### config.mk
export PLATFORM = sky130hd
export DESIGN_NAME = clk_div_ctrl
export DESIGN_NICKNAME = d
export VERILOG_FILES = /design/src/rtl/clk_div_ctrl.sv
export SDC_FILE = /design/constraint.sdc
export NUM_CORES = 1
export LEC_CHECK = 0
export ABC_AREA = 1
export BUFFER_PORTS_ARGS = -buffer_cell sky130_fd_sc_hd__buf_2
export CORE_MARGIN = 2
export CORE_UTILIZATION = 48
export DETAILED_ROUTE_END_ITERATION = 8
export HOLD_SLACK_MARGIN = 0.03
export PLACE_DENSITY = 0.68
export SYNTH_ARGS = -nofsm -noshare
export SYNTH_HDL_FRONTEND = slang
export SYNTH_SLANG_ARGS = --single-unit
### constraint.sdc
create_clock -name clk -period 5.02 [get_ports clk]
set_input_delay 1.004 -clock clk [delete_from_list [all_inputs] [get_ports clk]]
set_output_delay 1.004 -clock clk [all_outputs]
set_load 0.02 [all_outputs]
### src/rtl/clk_div_ctrl.sv
// rtl/clk_div_ctrl.sv - programmable clock divider with start/stop sequencing and boundary-aligned ratio changes (optional tick counter: CLK_DIV_TICK_CNT_EN)
module clk_div_ctrl #(
    parameter int SEL_W   = 3,
    parameter int CNT_W   = 8,
    parameter int RST_SEL = 2,
    parameter int TCNT_W  = 16
) (
    input  logic              clk,
    input  logic              rst,
    input  logic              start,
    input  logic              stop,
    input  logic              cfg_valid,
    input  logic [SEL_W-1:0]  cfg_sel,
    output logic              cfg_ready,
    output logic              div_clk,
    output logic              tick,
    output logic              busy,
`ifdef CLK_DIV_TICK_CNT_EN
    output logic [TCNT_W-1:0] tick_count,
`endif
    output logic [SEL_W-1:0]  cur_sel
);

    typedef enum logic [1:0] {
        ST_IDLE      = 2'd0,
        ST_RUN       = 2'd1,
        ST_STOP_PEND = 2'd2
    } state_t;

    localparam logic [CNT_W-1:0] CNT_ONE = CNT_W'(1);
    localparam logic [SEL_W-1:0] SEL_RST = SEL_W'(RST_SEL);

    state_t             state_q, state_d;
    logic [CNT_W-1:0]   cnt_q, cnt_d;
    logic [SEL_W-1:0]   cur_sel_q, cur_sel_d;
    logic [SEL_W-1:0]   pend_sel_q, pend_sel_d;
    logic               pend_valid_q, pend_valid_d;
    logic [CNT_W-1:0]   period_last;
    logic               running;
    logic               tick_w;
    logic               cfg_xfer;

    // Terminal count P-1 = 2^(sel+1)-1, i.e. bits [cur_sel:0] set
    always_comb begin
        period_last = '0;
        for (int i = 0; i < CNT_W; i++) begin
            period_last[i] = (i <= int'(cur_sel_q));
        end
    end

    // Outputs are decoded purely from registered state, so no input reaches them combinationally
    always_comb begin
        running   = (state_q != ST_IDLE);
        tick_w    = running && (cnt_q == period_last);
        cfg_ready = (state_q == ST_IDLE) || ((state_q == ST_RUN) && !pend_valid_q);
        cfg_xfer  = cfg_valid && cfg_ready;
        busy      = running;
        tick      = tick_w;
        div_clk   = cnt_q[cur_sel_q];
        cur_sel   = cur_sel_q;
    end

    // Next-state logic: ratio changes and stops only land on the tick cycle
    always_comb begin
        state_d      = state_q;
        cnt_d        = cnt_q;
        cur_sel_d    = cur_sel_q;
        pend_sel_d   = pend_sel_q;
        pend_valid_d = pend_valid_q;

        case (state_q)
            ST_IDLE: begin
                cnt_d        = '0;
                pend_valid_d = 1'b0;
                // A config offered together with start shapes the very first period
                if (cfg_xfer) begin
                    cur_sel_d = cfg_sel;
                end
                if (start && !stop) begin
                    state_d = ST_RUN;
                end
            end

            ST_RUN: begin
                cnt_d = tick_w ? '0 : (cnt_q + CNT_ONE);
                if (tick_w && pend_valid_q) begin
                    cur_sel_d    = pend_sel_q;
                    pend_valid_d = 1'b0;
                end
                // cfg_xfer implies pend_valid_q==0, so this never collides with the apply above
                if (cfg_xfer) begin
                    pend_sel_d   = cfg_sel;
                    pend_valid_d = 1'b1;
                end
                if (stop) begin
                    if (tick_w) begin
                        // Stop lands on a boundary: finish now, and a config accepted
                        // on this same edge takes effect as the stop completes
                        state_d      = ST_IDLE;
                        cnt_d        = '0;
                        pend_valid_d = 1'b0;
                        if (cfg_xfer) begin
                            cur_sel_d = cfg_sel;
                        end
                    end else begin
                        state_d = ST_STOP_PEND;
                    end
                end
            end

            ST_STOP_PEND: begin
                cnt_d = tick_w ? '0 : (cnt_q + CNT_ONE);
                if (tick_w) begin
                    state_d      = ST_IDLE;
                    cnt_d        = '0;
                    pend_valid_d = 1'b0;
                    if (pend_valid_q) begin
                        cur_sel_d = pend_sel_q;
                    end
                end
            end

            default: begin
                state_d      = ST_IDLE;
                cnt_d        = '0;
                pend_valid_d = 1'b0;
            end
        endcase
    end

    // State register; reset also drops any pending config
    always_ff @(posedge clk) begin
        if (rst) begin
            state_q      <= ST_IDLE;
            cnt_q        <= '0;
            cur_sel_q    <= SEL_RST;
            pend_sel_q   <= '0;
            pend_valid_q <= 1'b0;
        end else begin
            state_q      <= state_d;
            cnt_q        <= cnt_d;
            cur_sel_q    <= cur_sel_d;
            pend_sel_q   <= pend_sel_d;
            pend_valid_q <= pend_valid_d;
        end
    end

`ifdef CLK_DIV_TICK_CNT_EN
    localparam logic [TCNT_W-1:0] TCNT_ONE = TCNT_W'(1);
    logic [TCNT_W-1:0] tcnt_q;

    // Tick counter: cleared when a run begins, counts every tick, holds while idle
    always_ff @(posedge clk) begin
        if (rst) begin
            tcnt_q <= '0;
        end else if ((state_q == ST_IDLE) && (state_d == ST_RUN)) begin
            tcnt_q <= '0;
        end else if (tick_w) begin
            tcnt_q <= tcnt_q + TCNT_ONE;
        end
    end

    assign tick_count = tcnt_q;
`else
    logic [TCNT_W-1:0] unused_tcnt;
    assign unused_tcnt = '0;
`endif

endmodule
==> flow_summary_export.csv, run 1 <==
group,metric,value,unit
outcome,status,"finished, final reports clean",
worst_setup_path,crit_path_end_kind,"primary output",
worst_setup_path,cp-endpoint,"tick",
finish,nets,213,
drt,ant_nets,0,
clocking,cts_tree,"yes",
clocking,numClockSinks,17,
placed_design,placed_area,0.00137,mm^2
worst_setup_path,ff2ff_path_depth,13,
finish,syn2layout_area_growth,7.71,%
timing,final.min_clock_period,2910,ps
worst_setup_path,crit_start,"cur_sel[1]",
global_route,grt_usage,19.3,%
logic_synthesis,synth_cell_types,35,
clocking,cts_buffers,3,
logic_synthesis,seq_area_frac_synth,26.2,%
worst_setup_path,r2r_slack,3060,ps
timing,setup_viol,0,
worst_setup_path,path_buf_inv,2,
finish,postLayoutCellArea,0.00140,mm^2
flow_run,cap_viol_max_count,0,
worst_setup_path,r2r_start,"cur_sel[1]",
power,peakVddDrop,0.324,mV
global_route,gr-total-overflow,0,
worst_setup_path,cp-start-kind,"flop",
global_route,grt_pass1_vias,1130,
drt,drc,0,
logic_synthesis,syn_area,0.00130,mm^2
global_route,grt_start_max_net_pins,15,
placed_design,place_congestion,0.900,
timing,slew_violations,0,
logic_synthesis,synth_area_per_cell,7.01,um^2
power,p_per_area,494,mW/mm^2
clocking,cts_setup_buffers,0,
worst_setup_path,worst_r2r_endpoint,"cur_sel[1]",
logic_synthesis,yosys_register_bits,17,
worst_setup_path,cp.arrival,1910,ps
timing,maxClockFrequency,0.344,GHz
global_route,met1_usage,27.0,%
logic_synthesis,synth_compound_gate_area_share,14.2,%
clocking,clock_latency,290,ps
clocking,cts_resized,0,
clocking,cts_max_path_buffers,2,
power,p_leak,0.632,nW
timing,finalCritPeriodShare,58.0,%
global_route,gr-usage-met3,3.02,%
placed_design,hpwl,2.21,mm
worst_setup_path,crit_fanout,14,
drt,wl_per_cell,12.0,um
drt,drtIter0Drc,44,
worst_setup_path,cpLargestDelayFamily,"simple AND/OR/NAND/NOR gates",
worst_setup_path,critPathMaxStageDelay,680,ps
finish,drive_gt1_share,23.6,%
logic_synthesis,syn_inst,185,
timing,slew_headroom,63.8,%
finish,finalNonFillerCells,229,
placed_design,numPortBuffers,14,
logic_synthesis,syn_nets,198,
floorplanning,ios,15,
drt,viasPerCell,5.29,
floorplanning,rows,18,
worst_setup_path,worstPathRequired,4020,ps
clocking,root_buffer,"clkbuf_4",
timing,rsz0062_at_grt,"no",
drt,wirelength,2.74,mm
timing,max_slew.worst_pin.slew,542,ps
floorplanning,core-area,0.00252,mm^2
global_route,grt_pass1_wl,4.86,mm
floorplanning,dieHeight,56.0,um
logic_synthesis,synth_fa_ha_area_share,4.82,%
worst_setup_path,slowest_stage,"dfxtp_1",
timing,setup-tns-final,0,ps
finish,antenna_cells,0,
worst_hold_path,min_path_type,"reg -> reg",
logic_synthesis,synth_top_family_by_area,"simple AND/OR/NAND/NOR gates",
floorplanning,dieWidth,56.0,um
placed_design,dp_cells,225,
clocking,postCtsHoldBufs,0,
logic_synthesis,yosys.area_share.simple,41.6,%
floorplanning,initial_core_util,51.4,%
finish,final_cell_mix,"nand2_1 (43), nor2_1 (25), inv_1 (21)",
clocking,path_clk_slew,100,ps
finish,layout_commonest_cell,"nand2_1",
global_route,use_met2,29.2,%
floorplanning,die_area,0.00313,mm^2
worst_setup_path,cp.depth,9,
drt,drt-pass1-iter-count,4,
logic_synthesis,synth_xor_xnor_area_share,3.95,%
drt,via_count,1211,
timing,finalHoldViolCount,0,
worst_setup_path,path_class,"reg -> out",
logic_synthesis,ys_warn_count,0,
logic_synthesis,synthMuxAreaShare,0,%
timing,fin_skew,5.51,ps
clocking,htreeDepth,1,
worst_setup_path,path_cells,"nor2_1 -> nor2_1 -> nand2_1 -> nand2_1 -> nand2_2 -> nor2_8 -> nand2_4 -> inv_1 -> buf_2",
global_route,grt-busiest-layer,"met2",
global_route,antenna_found_initial,0,
[cells in the mapped netlist, drive strengths merged]
master	count	share of area (%)
nand2	53	19
nor2	33	13
inv	23	6.7
dfxtp	17	26
a21oi	15	6.4
nand3	9	4.4
ha	5	4.8
nand4	5	3.6
o21ai	5	2.2
buf	4	2.6
xor2	4	3.3
a211oi	3	2.5
nor3	2	0.77
o211ai	2	1.5
nand3b	1	0.58
o2111ai	1	0.68
o21bai	1	0.87
or3	1	0.48
xnor2	1	0.68
[sequential cells by signal, summed over array words and instances, names as in the netlist]
| register | cells |
|---|---|
| cnt_q | 8 |
| cur_sel | 3 |
| pend_sel_q | 3 |
| pend_valid_q | 1 |
| state_q | 2 |
[layout make-up]
| type | count | area (um^2) |
|---|---|---|
| multi-input combinational | 141 | 837 |
| clock buffer | 4 | 26.3 |
| timing repair buffer | 14 | 70.1 |
| tap | 30 | 37.5 |
| inverter | 23 | 86.3 |
| sequential | 17 | 340 |
| fill | 264 | 1120 |
[cells by family (layout without fill, tap and decap cells)]
group	Yosys count	after routing
compound gates	27	27
xor+xnor	5	5
fa+ha+maj	5	5
buf+inv	27	41
flops	17	17
simple gates	104	104
[per-layer routing]
metal	up-vias	share of wire, %
met5	-	0
met4	0	1.8
met3	6	5.6
met2	40	44
met1	540	49
li1	625	-
[worst min path at each step]
stage	to	cells past startpoint	from
after global placement	cnt_q[0]	1	cnt_q[0]
after global routing	cnt_q[0]	1	cnt_q[0]
after detailed placement	cnt_q[0]	1	cnt_q[0]
after CTS	pend_sel_q[1]	2	pend_sel_q[1]
after floorplan	cnt_q[0]	1	cnt_q[0]
final	cnt_q[0]	1	cnt_q[0]
[stage by stage]
stage          util (%)  setup slack, ps  hold slack [ps]  total power (W)
6_report           55.4             2110              484         0.000690
5_1_grt            55.4             1910              499         0.000754
4_1_cts            55.4             2100              490         0.000696
3_5_place_dp       54.4             2440              470         0.000621
3_3_place_gp       54.4             2500              447         0.000607
2_1_floorplan         -             2640              429         0.000543
[power breakdown]
part	switching [W]	internal, W
clock	0.0000424	0.0000309
combinational	0.000270	0.000140
sequential	0.0000491	0.000158
total	0.000361	0.000329
Note: power is estimated with default switching activity, not from simulation.
==> run 2: changes to the inputs <==
ABC_AREA = 0   (was 1)
PLACE_DENSITY = 0.7   (was 0.68)
clock period = 2.65 ns   (was 5.02 ns; I/O delays follow)
==> run 2 against run 1 <==
Net effect: cell count is 14% lower; sequential share of layout area up 0.93 points; largest power group unchanged; wire length rose by 3.3%; clock skew fell by 4.9 ps; critical path depth is 2 lower; die area down 2.1%; sequential power increased by 84%; clock-buffer cell count unchanged.
==> flow_summary_export.csv, run 2 <==
group,metric,value,unit
finish,n_fill_cell,247,
global_route,grt_usage,18.9,%
worst_setup_path,crit_path_end_kind,"primary output",
logic_synthesis,synth_top_area_share,26.9,%
flow_run,cap_viol_max_count,0,
logic_synthesis,syn_area,0.00127,mm^2
logic_synthesis,yosysMostFrequentCell,"nor2_1",
finish,largest_reg_flops,8,
logic_synthesis,synthDominantAreaCellType,"dfxtp_1",
global_route,grt_pass1_wl,4.74,mm
timing,max_slew.worst_pin.slew,437,ps
finish,nets,181,
worst_setup_path,cp.arrival,1970,ps
timing,setup-tns-final,0,ps
finish,finalNonFillerCells,197,
timing,finalHoldViolCount,0,
floorplanning,core-area,0.00250,mm^2
power,peakVddDrop,0.512,mV
timing,worst_hold_slack,490,ps
placed_design,hpwl,2.15,mm
timing,rsz0062_at_grt,"no",
timing,finalCritPeriodShare,94.5,%
logic_synthesis,synth_common_cells,"nor2_1 (23), dfxtp_1 (17), nand2_1 (12), inv_1 (9), nand3_1 (7)",
worst_hold_path,min_path_type,"reg -> reg",
logic_synthesis,yosys-top-cells-area,"dfxtp_1 (27%), nor2_1 (6.8%), ha_1 (4.9%)",
worst_setup_path,critPathMaxStageDelay,390,ps
logic_synthesis,synth_edf_count,0,
drt,wirelength,2.83,mm
power,p_per_area,823,mW/mm^2
timing,final.min_clock_period,2500,ps
finish,antenna_cells,0,
floorplanning,dieHeight,55.4,um
placed_design,place_congestion,0.868,
global_route,grt_pass1_vias,1087,
placed_design,numPortBuffers,14,
drt,ant_nets,0,
power,sequentialPowerShare,34.1,%
logic_synthesis,syn_nets,168,
clocking,cts_tree,"yes",
finish,layout_commonest_cell,"nor2_1",
logic_synthesis,synth_area_per_cell,8.18,um^2
worst_setup_path,cpMostUsedCell,"inv_1",
global_route,grt_start_max_net_pins,16,
worst_setup_path,slowest_stage,"dfxtp_1",
logic_synthesis,synth_cell_types,48,
logic_synthesis,syn_inst,155,
finish,drive_gt1_share,18.6,%
floorplanning,rows,18,
timing,setup_viol,0,
power,p_leak,0.567,nW
worst_setup_path,cp-start-kind,"flop",
finish,syn2layout_area_growth,7.01,%
timing,maxClockFrequency,0.400,GHz
global_route,antenna_found_initial,0,
finish,fin_util,54.3,%
power,combPwrFrac,53.2,%
drt,drtIter0Drc,26,
outcome,status,"finished, final reports clean",
logic_synthesis,seq_area_frac_synth,26.9,%
clocking,postCtsHoldBufs,0,
worst_setup_path,crit_fanout,10,
drt,viasPerCell,5.83,
drt,via_count,1148,
floorplanning,dieWidth,55.4,um
worst_setup_path,worstPathRequired,2120,ps
clocking,path_clk_slew,100,ps
clocking,numClockSinks,17,
logic_synthesis,yosys_register_bits,17,
logic_synthesis,ys_warn_count,0,
floorplanning,die_area,0.00307,mm^2
timing,slew_headroom,70.8,%
power,fin_total_pwr,0.00112,W
power,p_int,0.000605,W
clocking,htreeDepth,1,
worst_setup_path,path_cells,"inv_1 -> ha_1 -> inv_1 -> o211a_1 -> and2_2 -> and3_1 -> buf_2",
finish,multi_input_area,838,um^2
finish,final_cell_mix,"nor2_1 (23), dfxtp_1 (15), buf_2 (14)",
global_route,gr-total-overflow,0,
drt,drc,0,
timing,fin_skew,0.631,ps
floorplanning,ios,15,
worst_setup_path,path_class,"reg -> out",
logic_synthesis,synth_async_sr_flop_share,0,%
clocking,clock_latency,290,ps
power,p_sw,0.000512,W
placed_design,dp_cells,193,
power,swShare,45.9,%
clocking,root_buffer,"clkbuf_4",
power,pwr-share-clk,12.7,%
drt,drt-pass1-iter-count,4,
finish,top_register,"cnt_q",
floorplanning,initial_core_util,50.7,%
logic_synthesis,ys.flop_type,"dfxtp_1",
drt,wl_per_cell,14.4,um
clocking,cts_buffers,3,
timing,slew_violations,0,
clocking,cts_max_path_buffers,2,
finish,seq_area,343,um^2
[run 2: cell count changes in the layout (fill, tap and decap cells not counted), sizes merged, moves of 5 or more]
cell / previous run / this run
a21oi: 15 / 4
a31o: 0 / 5
and2: 0 / 6
inv: 23 / 9
nand2: 53 / 12
nor2: 33 / 23
[run 2: repair_timing]
action,in CTS,in global routing
gates resized for setup,0,3
setup buffers,0,0
setup endpoints to repair,0,1
endpoints found under the hold margin,0,0
[run 2: power groups by stage]
stage / clock network, W / registers, W / logic, W
global placement: 0 / 0.000376 / 0.000577
global route: 0.000155 / 0.000392 / 0.000657
detailed placement: 0 / 0.000385 / 0.000590
floorplan: 0 / 0.000355 / 0.000499
finish: 0.000142 / 0.000380 / 0.000594
CTS: 0.000150 / 0.000378 / 0.000592
[run 2: area by class of cell]
class | instances | share of cell area, %
inverter | 9 | 2.49
timing repair buffer | 15 | 5.72
sequential | 17 | 25.3
tap | 30 | 2.77
clock buffer | 4 | 1.94
multi-input combinational | 122 | 61.8
[run 2: metrics by stage]
stage / instance area, um^2 / setup slack, ps
after floorplan: 1270 / 494
after global placement: 1330 / 381
after detailed placement: 1330 / 307
after CTS: 1350 / 32.3
after global routing: 1360 / 0.777
final: 1360 / 147
[run 2: worst max-delay path: cells and delay by family, from the launching register on]
kind	cells	cell delay [ps]
flops	1	390
simple gates	2	460
compound gates	1	180
buf+inv	3	370
fa+ha+maj	1	280
[run 2: metal layers]
| layer | share of wire (%) | track usage [%] |
|---|---|---|
| met5 | 0 | 0 |
| met4 | 1.6 | 8.36 |
| met3 | 4.1 | 4.68 |
| met2 | 48 | 31.5 |
| met1 | 46 | 23.0 |
[run 2: cell families after synthesis]
group	Yosys count	share of synthesized area (%)
multiplexers	7	7.60
adder cells (fa/ha/maj)	5	4.94
XOR/XNOR	9	6.22
AND/OR/NAND/NOR	67	25.9
AO/OA/AOI/OAI	34	21.4
flip-flops	17	26.9
buffers and inverters	16	7.11
[run 2: final timing paths]
kind	from	endpoint	slack (ps)	cells past startpoint
max reg2reg	cur_sel[0]	cur_sel[1]	330	6
max	state_q[0]	tick	150	7
min	state_q[1]	state_q[1]	490	2
min reg2reg	state_q[1]	state_q[1]	490	2
==> run 3: changes to the inputs <==
==> constraint.sdc (replaced) <==
create_clock -name clk -period 2.65 [get_ports clk]
set_input_delay 0.3975 -clock clk [delete_from_list [all_inputs] [get_ports clk]]
set_output_delay 0.3975 -clock clk [all_outputs]
set_load 0.02 [all_outputs]
==> run 3 against run 2 <==
Net effect: die area is the same; sequential share of layout area fell by 0.14 points; worst hold slack lost 150 ps; largest cell class unchanged; largest power group unchanged.
==> flow_summary_export.csv, run 3 (synthesis gave the netlist of run 2 again) <==
group,metric,value,unit
floorplanning,rows,18,
worst_setup_path,cp-start-kind,"flop",
worst_setup_path,crit_fanout,10,
global_route,grt_start_max_net_pins,16,
finish,drive_gt1_share,17.4,%
timing,worst_hold_slack,345,ps
clocking,cts_max_path_buffers,2,
worst_setup_path,crit_path_end_kind,"primary output",
drt,via_count,1124,
clocking,cts_tree,"yes",
floorplanning,dieWidth,55.4,um
power,p_leak,0.566,nW
floorplanning,die_area,0.00307,mm^2
clocking,root_buffer,"clkbuf_4",
worst_hold_path,min_from,"cfg_sel[2]",
finish,layout_commonest_cell,"nor2_1",
clocking,htreeDepth,1,
finish,top_register,"cnt_q",
drt,drc,0,
worst_setup_path,ff2ff_path_depth,6,
power,peakVddDrop,0.523,mV
clocking,numClockSinks,17,
timing,final.min_clock_period,2420,ps
finish,syn2layout_area_growth,6.81,%
placed_design,hpwl,2.01,mm
global_route,grt_pass1_wl,4.62,mm
timing,max_slew.worst_pin.slew,435,ps
worst_setup_path,r2r_slack,350,ps
placed_design,place_congestion,0.822,
drt,wirelength,2.70,mm
global_route,antenna_found_initial,0,
drt,drtIter0Drc,56,
global_route,grt_pass1_vias,974,
power,fin_total_pwr,0.00111,W
timing,slew_violations,0,
placed_design,placed_area,0.00133,mm^2
finish,postLayoutCellArea,0.00135,mm^2
finish,antenna_cells,0,
drt,ant_nets,0,
drt,viasPerCell,5.71,
drt,wl_per_cell,13.7,um
timing,finalHoldViolCount,0,
finish,nets,181,
finish,fin_util,54.2,%
finish,final_cell_mix,"nor2_1 (23), dfxtp_1 (17), buf_2 (14)",
worst_setup_path,path_class,"reg -> out",
drt,drt-pass1-iter-count,4,
worst_setup_path,worstPathRequired,2250,ps
clocking,path_clk_slew,110,ps
global_route,gr-total-overflow,0,
timing,maxClockFrequency,0.413,GHz
global_route,grt_usage,18.7,%
worst_setup_path,r2r_start,"cur_sel[1]",
floorplanning,dieHeight,55.4,um
worst_hold_path,whs_endpoint,"pend_sel_q[2]",
placed_design,numPortBuffers,14,
clocking,cts_buffers,3,
timing,slew_headroom,71.0,%
worst_setup_path,cp.arrival,2020,ps
worst_hold_path,hold_depth,3,
flow_run,cap_viol_max_count,0,
floorplanning,core-area,0.00250,mm^2
timing,setup-tns-final,0,ps
floorplanning,initial_core_util,50.7,%
timing,setup_viol,0,
worst_hold_path,min_path_type,"in -> reg",
finish,largest_reg_flops,8,
timing,rsz0062_at_grt,"no",
clocking,postCtsHoldBufs,0,
clocking,clock_latency,310,ps
timing,finalCritPeriodShare,91.4,%
power,p_per_area,823,mW/mm^2
outcome,status,"finished, final reports clean",
floorplanning,ios,15,
worst_setup_path,worst_r2r_endpoint,"cur_sel[1]",
timing,fin_skew,6.59,ps
## run 3: cell count changes in the layout (fill, tap and decap cells not counted)
cell,change
dfxtp_2,-2
dfxtp_1,+2
## run 3: final cells by class
class | instances | area, um^2
Multi-Input combinational cell | 122 | 838
Fill cell | 223 | 1150
Inverter | 9 | 33.8
Tap cell | 30 | 37.5
Timing Repair Buffer | 15 | 77.6
Sequential cell | 17 | 340
Clock buffer | 4 | 26.3
## run 3: report_power, final
part           switching, W  internal (W)
clock             0.0000900     0.0000588
sequential        0.0000783      0.000295
combinational      0.000344      0.000248
total              0.000512      0.000602
## run 3: per-layer routing
layer | vias up | GRT usage (%) | share of wire, %
met5 | - | 0 | 0
met2 | 21 | 29.3 | 46
met4 | 0 | 6.97 | 1.4
met1 | 527 | 24.8 | 49
li1 | 571 | - | -
met3 | 5 | 4.45 | 4.2
## run 3: what timing repair did
action,in CTS,in global routing
resized for setup,0,1
endpoints found under the setup margin,0,1
setup buffers,0,0
## run 3: worst max path at each step
stage | depth (start not counted) | start | endpoint
final | 7 | state_q[0] | tick
after global placement | 6 | cur_sel[1] | cur_sel[1]
after detailed placement | 7 | cur_sel[1] | cur_sel[2]
after global routing | 7 | state_q[1] | tick
after floorplan | 8 | cur_sel[2] | state_q[1]
after CTS | 7 | state_q[0] | tick
## run 3: per-stage QoR
step,worst slack [ps],cells
floorplan,494,155
global placement,470,193
detailed placement,361,193
CTS,166,197
global route,101,197
finish,229,197
## run 3: critical path, cell delays in order, from the launching register on
cell     delay (ps)
dfxtp_1         390
inv_1            90
ha_1            280
inv_1           140
o211a_1         190
and2_2          260
and3_1          210
buf_2           170
